<file path="config.mk">
export PLATFORM = sky130hd
export DESIGN_NAME = axis_receiver_flat
export DESIGN_NICKNAME = d
export VERILOG_FILES = /design/src/rtl/axis_rx_pkg.sv /design/src/rtl/axis_rx_if.sv /design/src/rtl/axis_sync_fifo.sv /design/src/rtl/axis_receiver.sv /design/src/flat_wrapper.sv
export SDC_FILE = /design/constraint.sdc
export NUM_CORES = 1
export LEC_CHECK = 0
export ABC_AREA = 1
export CORE_AREA = 5 5 219 221
export CTS_BUF_LIST = sky130_fd_sc_hd__clkbuf_8
export DETAILED_ROUTE_END_ITERATION = 8
export DIE_AREA = 0 0 224 226
export PLACE_DENSITY_LB_ADDON = 0.12
export SLEW_MARGIN = 25
export SYNTH_ARGS = -nofsm -noshare
export SYNTH_HDL_FRONTEND = slang
export SYNTH_SLANG_ARGS = --single-unit
</file>
<file path="constraint.sdc">
create_clock -name ACLK -period 7.2 [get_ports ACLK]
set_input_delay 2.16 -clock ACLK [delete_from_list [all_inputs] [get_ports ACLK]]
set_output_delay 2.16 -clock ACLK [all_outputs]
set_load 0.01 [all_outputs]
</file>
<file path="src/rtl/axis_rx_pkg.sv">
// axis_rx_pkg
// Shared constants for the AXI-Stream receiver:
//   ERR_STABLE     - bit of err flagging a beat that changed or vanished while stalled
//   ERR_KEEP_STRB  - bit of err flagging TSTRB asserted on a byte whose TKEEP is 0
//   ERR_W          - width of the sticky error vector
//   PKT_CNT_W      - width of the wrapping packet counter
package axis_rx_pkg;

    localparam int ERR_STABLE    = 0;
    localparam int ERR_KEEP_STRB = 1;
    localparam int ERR_W         = 2;
    localparam int PKT_CNT_W     = 16;

endpackage

</file>
<file path="src/rtl/axis_rx_if.sv">
// axis_if
// AXI-Stream signal bundle between an upstream transmitter and a receiver.
//   master modport : drives TVALID/TDATA/TKEEP/TSTRB/TLAST/TID/TDEST/TUSER, samples TREADY
//   slave modport  : samples the beat fields, drives TREADY
interface axis_if #(
    parameter int TDATA_WIDTH = 8,
    parameter int TDEST_WIDTH = 8,
    parameter int TUSER_WIDTH = 1,
    parameter int TID_WIDTH   = 8
);

    logic                     TVALID;
    logic                     TREADY;
    logic [TDATA_WIDTH-1:0]   TDATA;
    logic [TDATA_WIDTH/8-1:0] TKEEP;
    logic [TDATA_WIDTH/8-1:0] TSTRB;
    logic                     TLAST;
    logic [TID_WIDTH-1:0]     TID;
    logic [TDEST_WIDTH-1:0]   TDEST;
    logic [TUSER_WIDTH-1:0]   TUSER;

    modport master (
        output TVALID, TDATA, TKEEP, TSTRB, TLAST, TID, TDEST, TUSER,
        input  TREADY
    );

    modport slave (
        input  TVALID, TDATA, TKEEP, TSTRB, TLAST, TID, TDEST, TUSER,
        output TREADY
    );

endinterface

</file>
<file path="src/rtl/axis_sync_fifo.sv">
// axis_sync_fifo
// Generic synchronous first-word-fall-through FIFO.
//   clock, reset : rising-edge clock, synchronous active-high reset (empties the FIFO)
//   wr_en/wr_data/full  : write side; writes while full are dropped
//   rd_en/rd_data/empty : read side; rd_data shows the head entry (zero when empty),
//                         rd_en pops it, rd_en while empty is ignored
//   level               : current occupancy, 0..DEPTH
// DEPTH must be a power of two so the pointers wrap by natural overflow.
module axis_sync_fifo #(
    parameter int WIDTH = 8,
    parameter int DEPTH = 16
) (
    input  logic                     clock,
    input  logic                     reset,
    input  logic                     wr_en,
    input  logic [WIDTH-1:0]         wr_data,
    output logic                     full,
    input  logic                     rd_en,
    output logic [WIDTH-1:0]         rd_data,
    output logic                     empty,
    output logic [$clog2(DEPTH):0]   level
);

    localparam int AW = $clog2(DEPTH);
    localparam int LW = AW + 1;

    logic [WIDTH-1:0] mem [DEPTH];
    logic [AW-1:0]    wrPtr;
    logic [AW-1:0]    rdPtr;
    logic [LW-1:0]    count;
    logic             doWrite;
    logic             doRead;

    assign full    = (count == LW'(DEPTH));
    assign empty   = (count == '0);
    assign level   = count;
    assign doWrite = wr_en && !full;
    assign doRead  = rd_en && !empty;

    // The head is read straight out of the array so a written entry is
    // visible the cycle after its write; it is forced to zero when empty so
    // stale contents never leak out after reset or a full drain.
    assign rd_data = empty ? '0 : mem[rdPtr];

    // Pointer and occupancy bookkeeping; a simultaneous write and read
    // leaves the count untouched.
    always_ff @(posedge clock) begin
        if (reset) begin
            wrPtr <= '0;
            rdPtr <= '0;
            count <= '0;
        end else begin
            if (doWrite) begin
                wrPtr <= wrPtr + 1'b1;
            end
            if (doRead) begin
                rdPtr <= rdPtr + 1'b1;
            end
            case ({doWrite, doRead})
                2'b10:   count <= count + 1'b1;
                2'b01:   count <= count - 1'b1;
                default: count <= count;
            endcase
        end
    end

    // Storage array is left out of reset; emptiness is tracked by the pointers.
    always_ff @(posedge clock) begin
        if (doWrite) begin
            mem[wrPtr] <= wr_data;
        end
    end

endmodule

</file>
<file path="src/rtl/axis_receiver.sv">
// axis_receiver
// AXI-Stream sink endpoint. Accepted beats are filtered (pure null beats are
// dropped), byte-masked by TKEEP and buffered in an FWFT FIFO that a local
// consumer pops. Also counts TLAST beats and keeps sticky protocol errors.
//   ACLK, ARESET      : clock, synchronous active-high reset
//   s_axis            : AXI-Stream slave side (TVALID..TUSER in, TREADY out)
//   rd_en             : pop request from the consumer
//   rd_valid, rd_*    : head entry of the buffer
//   level             : buffer occupancy
//   pkt_count         : accepted TLAST beats, wrapping
//   err, err_clr      : sticky stability / keep-strobe errors and their clear
module axis_receiver
    import axis_rx_pkg::*;
#(
    parameter int TDATA_WIDTH = 8,
    parameter int TDEST_WIDTH = 8,
    parameter int TUSER_WIDTH = 1,
    parameter int TID_WIDTH   = 8,
    parameter int DEPTH       = 16
) (
    input  logic                     ACLK,
    input  logic                     ARESET,
    axis_if.slave                    s_axis,
    input  logic                     rd_en,
    output logic                     rd_valid,
    output logic [TDATA_WIDTH-1:0]   rd_data,
    output logic [TDATA_WIDTH/8-1:0] rd_keep,
    output logic                     rd_last,
    output logic [TID_WIDTH-1:0]     rd_id,
    output logic [TDEST_WIDTH-1:0]   rd_dest,
    output logic [TUSER_WIDTH-1:0]   rd_user,
    output logic [$clog2(DEPTH):0]   level,
    output logic [PKT_CNT_W-1:0]     pkt_count,
    output logic [ERR_W-1:0]         err,
    input  logic                     err_clr
);

    localparam int KEEP_W = TDATA_WIDTH / 8;
    localparam int WORD_W = TDATA_WIDTH + KEEP_W + 1 + TID_WIDTH + TDEST_WIDTH + TUSER_WIDTH;
    localparam int BEAT_W = TDATA_WIDTH + 2 * KEEP_W + 1 + TID_WIDTH + TDEST_WIDTH + TUSER_WIDTH;

    logic                   readyArm;
    logic                   fifoFull;
    logic                   fifoEmpty;
    logic                   accept;
    logic                   wrEn;
    logic [TDATA_WIDTH-1:0] maskedData;
    logic [WORD_W-1:0]      wrWord;
    logic [WORD_W-1:0]      rdWord;
    logic [BEAT_W-1:0]      curBeat;
    logic [BEAT_W-1:0]      prevBeat;
    logic                   prevStall;
    logic [ERR_W-1:0]       newErr;

    // TREADY comes from registers only: readyArm holds it low for the first
    // cycle out of reset, and the FIFO full flag is itself registered state.
    assign s_axis.TREADY = readyArm && !fifoFull;
    assign accept        = s_axis.TVALID && s_axis.TREADY;

    // A beat with no valid bytes carries nothing unless it closes a packet,
    // in which case it is kept so the consumer still sees the boundary.
    assign wrEn = accept && ((|s_axis.TKEEP) || s_axis.TLAST);

    // Null bytes are stored as zero so downstream never sees garbage data.
    always_comb begin
        maskedData = '0;
        for (int b = 0; b < KEEP_W; b++) begin
            if (s_axis.TKEEP[b]) begin
                maskedData[8*b +: 8] = s_axis.TDATA[8*b +: 8];
            end
        end
    end

    assign wrWord  = {maskedData, s_axis.TKEEP, s_axis.TLAST,
                      s_axis.TID, s_axis.TDEST, s_axis.TUSER};
    assign curBeat = {s_axis.TDATA, s_axis.TKEEP, s_axis.TSTRB, s_axis.TLAST,
                      s_axis.TID, s_axis.TDEST, s_axis.TUSER};

    axis_sync_fifo #(
        .WIDTH (WORD_W),
        .DEPTH (DEPTH)
    ) u_fifo (
        .clock   (ACLK),
        .reset   (ARESET),
        .wr_en   (wrEn),
        .wr_data (wrWord),
        .full    (fifoFull),
        .rd_en   (rd_en),
        .rd_data (rdWord),
        .empty   (fifoEmpty),
        .level   (level)
    );

    assign rd_valid = !fifoEmpty;
    assign {rd_data, rd_keep, rd_last, rd_id, rd_dest, rd_user} = rdWord;

    // Protocol checks. A stalled beat (valid without ready) must be held
    // unchanged until it is taken; TSTRB may only mark bytes that TKEEP keeps.
    always_comb begin
        newErr                = '0;
        newErr[ERR_STABLE]    = prevStall && (!s_axis.TVALID || (curBeat != prevBeat));
        newErr[ERR_KEEP_STRB] = s_axis.TVALID && (|(s_axis.TSTRB & ~s_axis.TKEEP));
    end

    // Ready arming, packet counting, sticky errors and stall tracking. A new
    // error in the same cycle as err_clr stays set. Clearing prevStall on
    // reset keeps the checker quiet in the first cycle afterwards.
    always_ff @(posedge ACLK) begin
        if (ARESET) begin
            readyArm  <= 1'b0;
            pkt_count <= '0;
            err       <= '0;
            prevStall <= 1'b0;
            prevBeat  <= '0;
        end else begin
            readyArm <= 1'b1;
            if (accept && s_axis.TLAST) begin
                pkt_count <= pkt_count + 1'b1;
            end
            err       <= (err & ~{ERR_W{err_clr}}) | newErr;
            prevStall <= s_axis.TVALID && !s_axis.TREADY;
            prevBeat  <= curBeat;
        end
    end

endmodule
</file>
<file path="src/flat_wrapper.sv">
// flat-port wrapper written by rule: the top's interface ports become plain ports
module axis_receiver_flat import axis_rx_pkg::*;
#(
    parameter int TDATA_WIDTH = 8,
    parameter int TDEST_WIDTH = 8,
    parameter int TUSER_WIDTH = 1,
    parameter int TID_WIDTH   = 8,
    parameter int DEPTH       = 16
)
  (ACLK, ARESET, rd_en, rd_valid, rd_data, rd_keep, rd_last, rd_id, rd_dest, rd_user, level, pkt_count, err, err_clr, s_axis_TVALID, s_axis_TDATA, s_axis_TKEEP, s_axis_TSTRB, s_axis_TLAST, s_axis_TID, s_axis_TDEST, s_axis_TUSER, s_axis_TREADY);
  axis_if #(.TDATA_WIDTH(TDATA_WIDTH), .TDEST_WIDTH(TDEST_WIDTH), .TUSER_WIDTH(TUSER_WIDTH), .TID_WIDTH(TID_WIDTH)) s_axis_i ();
  input  logic ACLK;
  input  logic ARESET;
  input  logic rd_en;
  output logic rd_valid;
  output logic [TDATA_WIDTH-1:0] rd_data;
  output logic [TDATA_WIDTH/8-1:0] rd_keep;
  output logic rd_last;
  output logic [TID_WIDTH-1:0] rd_id;
  output logic [TDEST_WIDTH-1:0] rd_dest;
  output logic [TUSER_WIDTH-1:0] rd_user;
  output logic [$clog2(DEPTH):0] level;
  output logic [PKT_CNT_W-1:0] pkt_count;
  output logic [ERR_W-1:0] err;
  input  logic err_clr;
  input wire logic [$bits(s_axis_i.TVALID)-1:0] s_axis_TVALID;
  input wire logic [$bits(s_axis_i.TDATA)-1:0] s_axis_TDATA;
  input wire logic [$bits(s_axis_i.TKEEP)-1:0] s_axis_TKEEP;
  input wire logic [$bits(s_axis_i.TSTRB)-1:0] s_axis_TSTRB;
  input wire logic [$bits(s_axis_i.TLAST)-1:0] s_axis_TLAST;
  input wire logic [$bits(s_axis_i.TID)-1:0] s_axis_TID;
  input wire logic [$bits(s_axis_i.TDEST)-1:0] s_axis_TDEST;
  input wire logic [$bits(s_axis_i.TUSER)-1:0] s_axis_TUSER;
  output wire logic [$bits(s_axis_i.TREADY)-1:0] s_axis_TREADY;
  assign s_axis_i.TVALID = s_axis_TVALID;
  assign s_axis_i.TDATA = s_axis_TDATA;
  assign s_axis_i.TKEEP = s_axis_TKEEP;
  assign s_axis_i.TSTRB = s_axis_TSTRB;
  assign s_axis_i.TLAST = s_axis_TLAST;
  assign s_axis_i.TID = s_axis_TID;
  assign s_axis_i.TDEST = s_axis_TDEST;
  assign s_axis_i.TUSER = s_axis_TUSER;
  assign s_axis_TREADY = s_axis_i.TREADY;
  axis_receiver #(.TDATA_WIDTH(TDATA_WIDTH), .TDEST_WIDTH(TDEST_WIDTH), .TUSER_WIDTH(TUSER_WIDTH), .TID_WIDTH(TID_WIDTH), .DEPTH(DEPTH)) u_core (.ACLK(ACLK), .ARESET(ARESET), .s_axis(s_axis_i), .rd_en(rd_en), .rd_valid(rd_valid), .rd_data(rd_data), .rd_keep(rd_keep), .rd_last(rd_last), .rd_id(rd_id), .rd_dest(rd_dest), .rd_user(rd_user), .level(level), .pkt_count(pkt_count), .err(err), .err_clr(err_clr));
endmodule
</file>
* After elaboration in Yosys (flattened, before gate mapping) *
Memory sizes are Yosys's and may differ from the RTL's. A register that Yosys moved wholly into a read port is not among the register bits.
Index checks and enable logic that the tools add are counted.

word-level totals
  input port bits = 33
  memories = 1
  RAM bits = 432
  register bits = 61

operators by class
  bitwise gates (word level) = 5
  reduce and logical (&&, ||, !) cells = 17
  equality and inequality tests = 4
  muxes and demuxes = 8
  add/sub/neg operators = 5

memory list
  memory             words  width  read ports  clocked after Yosys merged registers in  wr ports  RTL line              text
  u_core.u_fifo.mem  16     27     1           1                                        1         axis_sync_fifo.sv:27  logic [WIDTH-1:0] mem [DEPTH];

operator list
  cell                   number
  $ne 28x28->1           1
  $mux 27                1
  $add 16x1->16 const B  1
  $pmux 5 s2             1
  $logic_and 1x1->1      9
  $add 4x1->4 const B    2
  $mux 4                 2
  $mux 8                 1
  $add 5x1->5 const B    1
  $eq 5x5->1 const B     1
  $logic_not 5->1        1
  $sub 5x1->5 const B    1
  $logic_not 1->1        4
  $mux 1                 3
  $and 2x2->2            1
  $eq 2x1->1 const B     1
  $eq 2x2->1 const B     1
  $logic_or 1x1->1       2
  $not 2->2              1
  $or 2x2->2             1
  $reduce_bool 2->1      1
  $and 1x1->1            1
  $not 1->1              1

* Longest topological paths before layout *
Gate-level depths: netlist (run 1).

  depth in word-level cells = 8
  depth in mapped cells = 15
  mapped depth without buffers = 15

* Cells and area by module *
A second synthesis (run 1) with hierarchy kept.

unflattened totals
  cell total of the unflattened synthesis = 1,661
  area total of the unflattened synthesis = 20,006.7 µm²

by module, submodules not included
  module          cells each  area each (µm²)  instances  sequential area each (µm²)
  axis_sync_fifo  1,318       17,747.0         1          13,312.8
  axis_receiver   343         2,259.7          1          960.9

* Worst setup path before layout (run 1) *
No wires, ideal clock.

  path kind = input to register
  start point = input port s_axis_TVALID
  end point = memory u_core.u_fifo.mem[0][0] in the netlist's numbering, enable pin
  stages on the path = 6
  arrival = 3,868 ps
  slack = 2,922 ps
  data required time = 6,789 ps
  cell sequence = inv_1 -> nor2_4 -> o21ai_2 -> inv_1 -> nand2_1 -> nor2_1

on the way
  word-level cells in the longest chain between the ends = 5

RTL lines
  item                          RTL line              text
  from (decl)                   flat_wrapper.sv:26    input wire logic [$bits(s_axis_i.TVALID)-1:0] s_axis_TVALID;
  $logic_and 1x1->1             axis_receiver.sv:58   assign accept = s_axis.TVALID && s_axis.TREADY;
  $logic_and 1x1->1             axis_receiver.sv:62   assign wrEn = accept && ((|s_axis.TKEEP) || s_axis.TLAST);
  $logic_and 1x1->1             axis_sync_fifo.sv:37  assign doWrite = wr_en && !full;
  $mux 1                        axis_sync_fifo.sv:69  if (doWrite) begin
  $mux 1 (not written as such)  axis_sync_fifo.sv:70  mem[wrPtr] <= wr_data;
  to (decl)                     axis_sync_fifo.sv:27

No other way between the ends.

==> key figures, run 1 <==
Worst hold path
  • Worst hold path startpoint: u_core.prevStall
  • WHS Path Cells: 2
  • Endpoint of the worst hold path: u_core.err[0]
  • Hold Path Class: flop to flop

Critical path
  • Slowest cell on crit path: dfxtp_4
  • CP delay by family, top: buffers and inverters
  • Startpoint Class: flop
  • Critical Path AT: 3.76 ns
  • RR Startpoint: u_core.u_fifo.level[0]
  • CP Capture Type: output port
  • Critical path cell sequence: buf_4 > o21ai_0 > o221ai_1 > nand3_1 > a21oi_1 > clkdlybuf4s50_1
  • Reg-to-reg endpoint: u_core.u_fifo.mem[10][10]
  • Flop2flop setup slack: ~4.3 ns
  • Bufs and invs on worst path: 2
  • Required time worst endpoint: 5.04 ns
  • Critical path class: flop to output port
  • Reg2Reg Depth: 9
  • CP max FO: 82
  • CP peak stage delay: 0.88 ns

Clock tree
  • CTS clock-pin slew for the worst setup and hold paths: ~0.060 ns
  • Post-CTS Setup Inserts: 0
  • Clock latency on the worst-skew pair: 0.65 ns
  • CTS tree: done
  • Clk buf depth: 3
  • Cts bufs inserted: 83
  • Cts repair resizes: 0
  • CTS Root Buffer Type: clkbuf_8
  • CTS sink cnt: 497
  • Hold Buf Count CTS: 0
  • H-tree levels: 3

Timing
  • Worst Clk Skew: 0.0245 ns
  • Setup TNS: 0 ns
  • Final worst slack: about 1.3 ns
  • Actual slew at the worst max-slew pin: approximately 0.98 ns
  • Highest Clock Rate: between 150 and 200 MHz
  • Unrepaired setup endpoints after global routing: no
  • Setup violations, final: 0
  • Tcrit/Tclk final: around 80%
  • Final Slew Violations: 0
  • Final Hold Fails: 0
  • Post-layout minimum cycle time: 5.92 ns
  • Slew Limit Headroom: around a third

Routing
  • DRT iter0 DRCs: 1349
  • DR vias: 13500
  • Post-route ant nets: 0
  • Via-per-instance ratio: 5.43
  • WL final: between 50 and 60 mm
  • Drt pass-1 iters: 5
  • Routed length per instance: 21.9 um
  • # DRC: 0

Logic synthesis
  • XOR/XNOR Fraction of Synth Area: less than 1%
  • Synth Area in Adders: 0.616%
  • Mux cell area share after synthesis: 0%
  • Number of synthesized register bits: around 500
  • Asr flop ratio synth: 0%
  • Number of synthesized flops with an enable pin: 432
  • Syn Nets: 1748
  • Sequential-to-total area share from yosys stat: 70.2%
  • Synth Area in Compound Gates: 11.1%
  • Cells after synthesis: 1705
  • Synth top area share: a little under two thirds
  • Ys Warns: 0
  • Avg Inst Size Synth: ~12 um^2
  • Synth area leaders: edfxtp_1 64%, dfxtp_1 6.4%, nand2_1 5.5%, nor2_1 4.0%, o221ai_1 2.7%
  • Count leader, synth: edfxtp_1
  • Synth unique cells: 33
  • Largest family of logic cells by synthesized area: simple AND/OR/NAND/NOR gates
  • Ys flop type: edfxtp_1
  • Post-Synth Simple-Gate Area: 12.6%
  • Synth cell count leaders: 432 x edfxtp_1, 300 x nand2_1, 218 x nor2_1, 91 x a21oi_1, 91 x inv_1
  • Post-synthesis cell area: 0.0203 mm^2
  • Yosys top cell by area: edfxtp_1

Power
  • Switch share: 32.2%
  • Maximum VDD drop: 0.234 mV
  • Pwr Total: approximately 7600 uW
  • Pint: approximately 5200 uW
  • Pwr Density: 328 mW/mm^2
  • Seq pwr share: 42.9%
  • Switching Power: 2460 uW
  • Clock Power Share: between 30% and 40%
  • Pleak: 0.00814 uW
  • Combinational power share: 26.7%

Die
  • Num ports: 85
  • Row cnt: 79
  • Die Y: 226 um
  • Placeable Area: 0.0460 mm^2
  • Die area: 0.0506 mm^2
  • Die Wd: 224 um
  • Initial Utilization: 44.2%

Place
  • Placed Cells: 2325
  • DP Wirelength: 28.8 mm
  • Placed Area: roughly 0.022 mm^2
  • Port Buf Inserts: 84
  • Routability congestion estimate: 0.807
  • Pre-CTS setup slack: 1.97 ns

Status
  • Status: finished, final reports clean

Global routing
  • Initial antenna violation count: 0
  • Tot GR Track Use: 21.3%
  • Pin count of the biggest net entering global routing: between 200 and 250
  • First-pass GRT wire length: 81.7 mm
  • Vias in the first global route: around 13000
  • Remaining Overflow, GRT: 0

Cells and area
  • Cell area after layout: about 0.023 mm^2
  • Final #Nets: 1847
  • Layout cells sized above 1: 8.72%
  • Post-route insts no fill: 2478
  • Area grow syn2layout: 14.6%

Run
  • Max cap viols: 0
==> worst reg2reg max path: cells and delay by family (launching register included) <==
family / cells / cell delay (ns)
simple gates: 6 / 1.38
buf+inv: 2 / 0.64
flops: 1 / 0.44
compound gates: 1 / 0.13
==> power groups by stage <==
stage	registers [uW]	clock network, uW	logic [uW]
floorplan	3280	0	1360
detailed placement	3340	0	2040
CTS	3280	2370	2050
global route	3290	2520	2240
finish	3280	2320	2040
global placement	3340	0	2040
==> per-stage QoR <==
step	hold WS, ns	util (%)
2_1_floorplan	0.424	-
3_3_place_gp	0.457	47.2
3_5_place_dp	0.458	47.2
4_1_cts	0.471	50.6
5_1_grt	0.495	50.7
6_report	0.470	50.7
==> kinds of logic (layout without fill, tap and decap cells) <==
kind of cell	Yosys count	in the layout
flip-flops	497	497
buffers and inverters	197	361
XOR/XNOR	20	20
other	0	2
adder cells (fa/ha/maj)	10	10
AND/OR/NAND/NOR	635	635
AO/OA/AOI/OAI	346	346
==> metal layers <==
layer	track usage (%)	share of wire (%)	up-vias
li1	-	-	6295
met4	5.59	1.7	0
met1	29.7	45	6649
met2	34.7	48	449
met3	3.91	6.0	68
met5	0	0	-
==> how the worst max path moves through the flow <==
stage                                         end  slack, ns  cells past startpoint
after floorplan           u_core.u_fifo.mem[0][0]       2.92                      6
after global placement                 rd_dest[7]       1.96                      6
final                                  rd_dest[7]       1.28                      6
after detailed placement               rd_dest[7]       1.97                      6
after global routing                   rd_dest[6]       1.05                      6
after CTS                              rd_dest[7]       1.26                      6
==> layout make-up <==
class | count | area, um^2
Fill cell | 4117 | 22700
Sequential cell | 497 | 14300
Multi-Input combinational cell | 1011 | 5230
Clock buffer | 89 | 1220
Timing Repair Buffer | 113 | 1090
Tap cell | 607 | 759
Inverter | 98 | 383
Clock inverter | 61 | 312
Antenna cell | 2 | 5.00
==> sequential cells by signal, summed over array words and instances (netlist names), named ones only <==
signal / flops
u_core.u_fifo.mem: 432
u_core.prevBeat: 28
u_core.pkt_count: 16
u_core.u_fifo.level: 5
u_core.u_fifo.rdPtr: 4
u_core.u_fifo.wrPtr: 4
u_core.err: 2
u_core.prevStall: 1
u_core.readyArm: 1
==> cell usage in the layout (no fill, tap or decap), drive strengths merged <==
master         count
inv              129
nor4               1
buf               30
nand4              2
ha                10
clkinvlp           5
xnor2             10
xor2              10
o221ai            62
nand3             90
nand2            302
o211ai             8
o21bai            71
clkdlybuf4s50     83
edfxtp           432
a21oi             91
o21a               8
clkinv            23
a32oi             19
nor3              20
a21o               1
o21ai             86
diode              2
bufinv             2
nor2             220
dfxtp             65
clkbuf            89
(Power assumes the default switching activity.)
==> run 2: changes to the inputs <==
==> constraint.sdc (replaced) <==
create_clock -name ACLK -period 4.85 [get_ports ACLK]
set_input_delay 1.455 -clock ACLK [delete_from_list [all_inputs] [get_ports ACLK]]
set_output_delay 1.455 -clock ACLK [all_outputs]
set_load 0.01 [all_outputs]
==> key figures, run 2 (synthesis results as in run 1) <==
Status
  • Status: finished, final reports clean (unchanged)

Routing
  • # DRC: 0 (unchanged)
  • DR vias: 13400 (was 13500)
  • Routed length per instance: 21.4 um (was 21.9 um)
  • Post-route ant nets: 0 (unchanged)
  • Drt pass-1 iters: 5 (unchanged)
  • WL final: 53.2 mm (was 54.2 mm)
  • Via-per-instance ratio: 5.40 (was 5.43)
  • DRT iter0 DRCs: 1273 (was 1349)

Cells and area
  • Top reg by flops: u_core.u_fifo.mem (unchanged)
  • Layout cells sized above 1: 9.56% (was 8.72%)
  • Final #Nets: 1862 (was 1847)
  • Fill count: 4050 (was 4117)
  • Antenna diodes: 0 (was 2)
  • Commonest non-fill, non-tap cell in the layout: edfxtp_1 (unchanged)
  • Highest-count cells in the layout ignoring fill and taps: 432 x edfxtp_1, 300 x nand2_1, 202 x nor2_1 (unchanged)
  • Biggest registers after layout: u_core.u_fifo.mem: 432 flops, u_core.prevBeat: 28 flops, u_core.pkt_count: 16 flops (unchanged)
  • Area grow syn2layout: 15.4% (was 14.6%)
  • Largest register FFs: 432 (unchanged)

Place
  • Routability congestion estimate: 0.770 (was 0.807)
  • DP Wirelength: 28.4 mm (was 28.8 mm)
  • Port Buf Inserts: 84 (unchanged)
  • Pre-CTS setup slack: 0.816 ns (was 1.97 ns)

Critical path
  • Critical Path AT: 3.10 ns (was 3.76 ns)
  • Reg2Reg Depth: 16 (was 9)
  • Startpoint Class: flop (unchanged)
  • CP max FO: 63 (was 82)
  • Worst setup endpoint: rd_data[1] (was rd_dest[7])
  • RR Startpoint: u_core.u_fifo.level[0] (unchanged)
  • Reg-to-reg endpoint: u_core.u_fifo.level[4] (was u_core.u_fifo.mem[10][10])
  • Required time worst endpoint: 3.39 ns (was 5.04 ns)
  • Flop2flop setup slack: 2.02 ns (was 4.26 ns)
  • Critical path class: flop to output port (unchanged)
  • CP Capture Type: output port (unchanged)

Timing
  • Setup violations, final: 0 (unchanged)
  • Final Slew Violations: 0 (unchanged)
  • Worst Clk Skew: 0.0182 ns (was 0.0245 ns)
  • Slew Limit Headroom: 42.9% (was 34.4%)
  • Tcrit/Tclk final: 93.9%
  • Setup TNS: 0 ns (unchanged)
  • Final worst slack: 0.295 ns (was 1.28 ns)
  • Post-layout minimum cycle time: 4.55 ns
  • Unrepaired setup endpoints after global routing: no (unchanged)
  • Highest Clock Rate: 220 MHz
  • Actual slew at the worst max-slew pin: 0.857 ns (was 0.982 ns)
  • Final Hold Fails: 0 (unchanged)

Clock tree
  • CTS sink cnt: 497 (unchanged)
  • H-tree levels: 3 (unchanged)
  • Post-CTS Setup Inserts: 0 (unchanged)
  • Cts bufs inserted: 83 (unchanged)
  • Clk buf depth: 3 (unchanged)
  • CTS clock-pin slew for the worst setup and hold paths: 0.06 ns (about the same)
  • Cts repair resizes: 0 (unchanged)
  • Hold Buf Count CTS: 0 (unchanged)
  • CTS tree: done (unchanged)
  • CTS Root Buffer Type: clkbuf_8 (unchanged)
  • Clock latency on the worst-skew pair: 0.62 ns (was 0.65 ns)

Global routing
  • Remaining Overflow, GRT: 0 (unchanged)
  • First-pass GRT wire length: 80.6 mm (was 81.7 mm)
  • Tot GR Track Use: 20.8% (was 21.3%)
  • Initial antenna violation count: 1 (was 0)
  • Pin count of the biggest net entering global routing: 114 (was 217)
  • Routing usage on met1: 28.9% (was 29.7%)
  • M3 GR Usage: 3.31% (was 3.91%)
  • Global routing's busiest layer: met2 (unchanged)
  • GR Util met2: 34.4% (was 34.7%)
  • Vias in the first global route: 13300 (was 13400)

Run
  • Max cap viols: 0 (unchanged)

Power
  • Pwr Density: 485 mW/mm^2 (was 328 mW/mm^2)
  • Maximum VDD drop: 0.340 mV (was 0.234 mV)
  • Pleak: 0.00825 uW (was 0.00814 uW)

Die
  • Die area: 0.0506 mm^2 (unchanged)
  • Placeable Area: 0.0460 mm^2 (unchanged)
  • Die Wd: 224 um (unchanged)
  • Initial Utilization: 44.2% (unchanged)
  • Die Y: 226 um (unchanged)
  • Num ports: 85 (unchanged)
  • Row cnt: 79 (unchanged)

Worst hold path
  • Hold Path Class: flop to flop (unchanged)
  • WHS Path Cells: 2 (unchanged)
run 2: changes by cell type in the layout (fill, tap and decap cells not counted), moves of 2 or more:
cell and change:
buf_4 +6, clkinv_2 +3, buf_12 +10, clkbuf_8 +5
bufinv_16 -2, clkinv_1 -2, clkinvlp_4 -4, inv_1 -2
diode_2 -2
run 2: worst min path at each step:
stage	endpoint	start	slack [ns]
after CTS	u_core.err[1]	u_core.err[1]	0.47
after detailed placement	u_core.err[0]	u_core.prevStall	0.46
after global placement	u_core.err[0]	u_core.prevStall	0.45
final	u_core.err[0]	u_core.prevStall	0.47
after global routing	u_core.err[1]	u_core.err[1]	0.48
after floorplan	u_core.err[0]	u_core.prevStall	0.42
run 2: final cells by class:
type	instances	area (um^2)	share of cell area, %
clock inverter	54	219	0.933
clock buffer	94	1290	5.51
tap	607	759	3.24
sequential	497	14300	60.9
timing repair buffer	128	1300	5.56
inverter	98	373	1.59
multi-input combinational	1011	5230	22.3
run 2: layer usage:
layer  wire, um  share of wire (%)
met3       3110                5.8
met5          0                  0
met4       1010                1.9
met1      23400                 44
met2      25700                 48
run 2: critical path, stage by stage, from the launching register on:
cell	delay [ns]
dfxtp_4	0.37
inv_6	0.40
buf_4	0.42
nand2_1	0.09
a32oi_1	0.20
nand2_1	0.07
nand2_1	0.06
nand2_1	0.05
a21oi_1	0.21
clkdlybuf4s50_1	0.59
run 2: where the power goes:
| part | internal, uW | leakage (uW) | switching (uW) |
|---|---|---|---|
| clock network | 1760 | 0.000895 | 1630 |
| registers | 4730 | 0.00444 | 113 |
| logic | 1230 | 0.00291 | 1900 |
run 2: per-stage QoR:
step / cells / area, um^2 / hold slack [ns] / total power (uW) / util [%]
2_1_floorplan: 1705 / 20300 / 0.424 / 6880 / -
3_3_place_gp: 2340 / 21900 / 0.447 / 8030 / 47.7
3_5_place_dp: 2340 / 21900 / 0.456 / 8070 / 47.7
4_1_cts: 2488 / 23400 / 0.469 / 11500 / 51.0
5_1_grt: 2489 / 23500 / 0.485 / 12000 / 51.1
6_report: 2489 / 23500 / 0.467 / 11400 / 51.1
==> run 3: changes to the inputs <==
--- a/config.mk
+++ b/config.mk
@@ -5,12 +5,12 @@
 export SDC_FILE = /design/constraint.sdc
 export NUM_CORES = 1
 export LEC_CHECK = 0
-export ABC_AREA = 1
-export CORE_AREA = 5 5 219 221
+export ABC_AREA = 0
+export CORE_AREA = 5 5 212 214
 export CTS_BUF_LIST = sky130_fd_sc_hd__clkbuf_8
 export DETAILED_ROUTE_END_ITERATION = 8
-export DIE_AREA = 0 0 224 226
-export PLACE_DENSITY_LB_ADDON = 0.12
+export DIE_AREA = 0 0 217 219
+export PLACE_DENSITY_LB_ADDON = 0.3
 export SLEW_MARGIN = 25
 export SYNTH_ARGS = -nofsm -noshare
 export SYNTH_HDL_FRONTEND = slang
==> key figures, run 3 <==
Logic synthesis
  • Avg Inst Size Synth: 19.4 um^2 (was 11.9 um^2)
  • Asr flop ratio synth: 0% (unchanged)
  • Ys Warns: 0 (unchanged)
  • Syn Nets: 1028 (was 1748)
  • Synth area leaders: edfxtp_1 68%, mux4_2 13%, dfxtp_1 6.8%, a22oi_1 2.2%, xor2_1 1.5% (was edfxtp_1 64%, dfxtp_1 6.4%, nand2_1 5.5%, nor2_1 4.0%, o221ai_1 2.7%)
  • Synth unique cells: 43 (was 33)
  • Number of synthesized register bits: 497 (unchanged)
  • Post-synthesis cell area: 0.0191 mm^2 (was 0.0203 mm^2)
  • Ys flop type: edfxtp_1 (unchanged)
  • Synth top area share: 68.0% (was 63.8%)
  • Cells after synthesis: 985 (was 1705)
  • Number of synthesized flops with an enable pin: 432 (unchanged)
  • Synth cell count leaders: 432 x edfxtp_1, 108 x mux4_2, 65 x dfxtp_1, 55 x a22oi_1, 46 x nor2_1 (was 432 x edfxtp_1, 300 x nand2_1, 218 x nor2_1, 91 x a21oi_1, 91 x inv_1)
  • Sequential-to-total area share from yosys stat: 74.8% (was 70.2%)
  • Yosys top cell by area: edfxtp_1 (unchanged)
  • Count leader, synth: edfxtp_1 (unchanged)

Cells and area
  • Fill count: 3354 (was 4050)
  • Top reg by flops: u_core.u_fifo.mem (unchanged)
  • Antenna diodes: 0 (unchanged)
  • Biggest registers after layout: u_core.u_fifo.mem: 432 flops, u_core.prevBeat: 28 flops, u_core.pkt_count: 16 flops (unchanged)
  • Final #Nets: 1207 (was 1862)
  • Highest-count cells in the layout ignoring fill and taps: 432 x edfxtp_1, 108 x mux4_2, 85 x clkbuf_8 (was 432 x edfxtp_1, 300 x nand2_1, 202 x nor2_1)
  • Layout cells sized above 1: 24.5% (was 9.56%)
  • Area grow syn2layout: 18.1% (was 15.4%)
  • Largest register FFs: 432 (unchanged)
  • Commonest non-fill, non-tap cell in the layout: edfxtp_1 (unchanged)

Power
  • Switch share: 26.1% (was 32.1%)
  • Clock Power Share: 32.9% (was 29.9%)
  • Pwr Total: 9960 uW (was 11400 uW)
  • Combinational power share: 19.0% (was 27.6%)
  • Seq pwr share: 48.0% (was 42.6%)
  • Pint: 7370 uW (was 7720 uW)
  • Pleak: 0.00726 uW (was 0.00825 uW)
  • Maximum VDD drop: 0.375 mV (was 0.340 mV)
  • Switching Power: 2600 uW (was 3650 uW)
  • Pwr Density: 442 mW/mm^2 (was 485 mW/mm^2)

Global routing
  • Vias in the first global route: 10300 (was 13300)
  • Remaining Overflow, GRT: 0 (unchanged)
  • First-pass GRT wire length: 64.2 mm (was 80.6 mm)
  • Initial antenna violation count: 0 (was 1)
  • Pin count of the biggest net entering global routing: 71 (was 114)
  • Tot GR Track Use: 18.0% (was 20.8%)

Worst hold path
  • WHS Path Cells: 2 (unchanged)
  • Worst hold path startpoint: u_core.err[1] (was u_core.prevStall)
  • Hold Path Class: flop to flop (unchanged)
  • Endpoint of the worst hold path: u_core.err[1] (was u_core.err[0])

Die
  • Die Wd: 217 um (was 224 um)
  • Die area: 0.0475 mm^2 (was 0.0506 mm^2)
  • Placeable Area: 0.0427 mm^2 (was 0.0460 mm^2)
  • Num ports: 85 (unchanged)
  • Die Y: 219 um (was 226 um)
  • Row cnt: 76 (was 79)
  • Initial Utilization: 44.7% (was 44.2%)

Clock tree
  • CTS sink cnt: 497 (unchanged)
  • Cts repair resizes: 0 (unchanged)
  • CTS tree: done (unchanged)
  • Post-CTS Setup Inserts: 0 (unchanged)
  • Clock latency on the worst-skew pair: 0.62 ns (about the same)
  • Hold Buf Count CTS: 0 (unchanged)
  • Clk buf depth: 3 (unchanged)
  • Cts bufs inserted: 79 (was 83)
  • H-tree levels: 3 (unchanged)
  • CTS Root Buffer Type: clkbuf_8 (unchanged)
  • CTS clock-pin slew for the worst setup and hold paths: 0.06 ns (about the same)

Timing
  • Final Hold Fails: 0 (unchanged)
  • Slew Limit Headroom: 52.7% (was 42.9%)
  • Highest Clock Rate: 221 MHz (was 220 MHz)
  • Unrepaired setup endpoints after global routing: no (unchanged)
  • Final Slew Violations: 0 (unchanged)
  • Actual slew at the worst max-slew pin: 0.708 ns (was 0.857 ns)
  • Setup TNS: 0 ns (unchanged)
  • Tcrit/Tclk final: 93.4% (was 93.9%)
  • Post-layout minimum cycle time: 4.53 ns (was 4.55 ns)
  • Setup violations, final: 0 (unchanged)
  • Worst Clk Skew: 0.0196 ns (was 0.0182 ns)

Routing
  • Drt pass-1 iters: 5 (unchanged)
  • Routed length per instance: 24.4 um (was 21.4 um)
  • Via-per-instance ratio: 5.60 (was 5.40)
  • Post-route ant nets: 0 (unchanged)
  • WL final: 43.1 mm (was 53.2 mm)
  • DRT iter0 DRCs: 930 (was 1273)
  • # DRC: 0 (unchanged)
  • DR vias: 9899 (was 13400)

Critical path
  • Required time worst endpoint: 3.39 ns (about the same)
  • Reg2Reg Depth: 10 (was 16)
  • RR Startpoint: u_core.u_fifo.level[1] (was u_core.u_fifo.level[0])
  • Critical path class: flop to output port (unchanged)
  • Startpoint Class: flop (unchanged)
  • CP max FO: 18 (was 63)
  • Reg-to-reg endpoint: u_core.u_fifo.level[4] (unchanged)
  • CP Capture Type: output port (unchanged)
  • Critical Path AT: 3.07 ns (was 3.10 ns)
  • Flop2flop setup slack: 1.79 ns (was 2.02 ns)

Place
  • Routability congestion estimate: 0.799 (was 0.770)
  • DP Wirelength: 25.5 mm (was 28.4 mm)
  • Port Buf Inserts: 84 (unchanged)

Run
  • Max cap viols: 0 (unchanged)

Status
  • Status: finished, final reports clean (unchanged)
==> run 3: changes by cell type after synthesis, moves of 82 or more <==
cell / before / now
inv_1: 91 / 9
mux4_2: 0 / 108
nand3_1: 90 / 6
nor2_1: 218 / 46
nand2_1: 300 / 14
==> run 3: final cells by class <==
class	instances	area, um^2	share of cell area, %
timing repair buffer	151	1410	6.28
multi-input combinational	426	4670	20.7
clock inverter	54	283	1.26
sequential	497	14300	63.4
clock buffer	85	1170	5.19
tap	546	683	3.03
inverter	9	33.8	0.150
==> run 3: power groups by stage <==
| stage | clock network (uW) | logic [uW] | registers [uW] |
|---|---|---|---|
| 6_report | 3280 | 1900 | 4790 |
| 5_1_grt | 3570 | 2040 | 4800 |
| 4_1_cts | 3360 | 1940 | 4790 |
| 3_5_place_dp | 0 | 1930 | 4880 |
| 3_3_place_gp | 0 | 1920 | 4880 |
| 2_1_floorplan | 0 | 1090 | 4840 |
==> run 3: worst max-delay path by stage <==
stage	startpoint	endpoint	slack (ns)	cells past startpoint
global route	flop	rd_keep	0.14	6
finish	flop	rd_keep	0.32	6
CTS	flop	rd_keep	0.24	6
floorplan	s_axis_TLAST	u_core.u_fifo.mem[3][0]	0.32	4
detailed placement	s_axis_TKEEP	u_core.u_fifo.level[4]	0.44	12
global placement	s_axis_TKEEP	u_core.u_fifo.level[4]	0.43	12
==> run 3: worst max-delay path: stages (launching register included) <==
cell	delay (ns)
dfxtp_4	0.51
buf_12	0.22
buf_12	0.22
mux4_2	0.53
a22oi_1	0.29
a21oi_1	0.16
clkdlybuf4s50_1	0.52
==> run 3: metrics by stage <==
step                      setup slack (ns)  area (um^2)  utilization (%)  std cells  hold slack (ns)
final                                0.320        22500             52.8       1768            0.474
after global routing                 0.138        22500             52.8       1768            0.517
after CTS                            0.236        22500             52.8       1768            0.479
after detailed placement             0.444        21100             49.4       1629            0.464
after global placement               0.425        21100             49.4       1629            0.459
after floorplan                      0.316        19100                -        985            0.446
==> run 3: layer usage <==
metal	up-vias	track usage (%)	routed length, um
met1	5209	25.3	18500
met3	38	3.24	2600
met5	-	0	0
met4	0	4.68	544
met2	314	29.7	21400
li1	4338	-	-
==> run 3: logic make-up after synthesis <==
kind of cell	synth area share (%)
muxes	12.9
and+or+nand+nor	4.05
xor gates and xnor gates	2.48
DFF	74.8
AOI/OAI and AO/OA	3.68
buffers and inverters	1.44
adders and majority gates	0.656
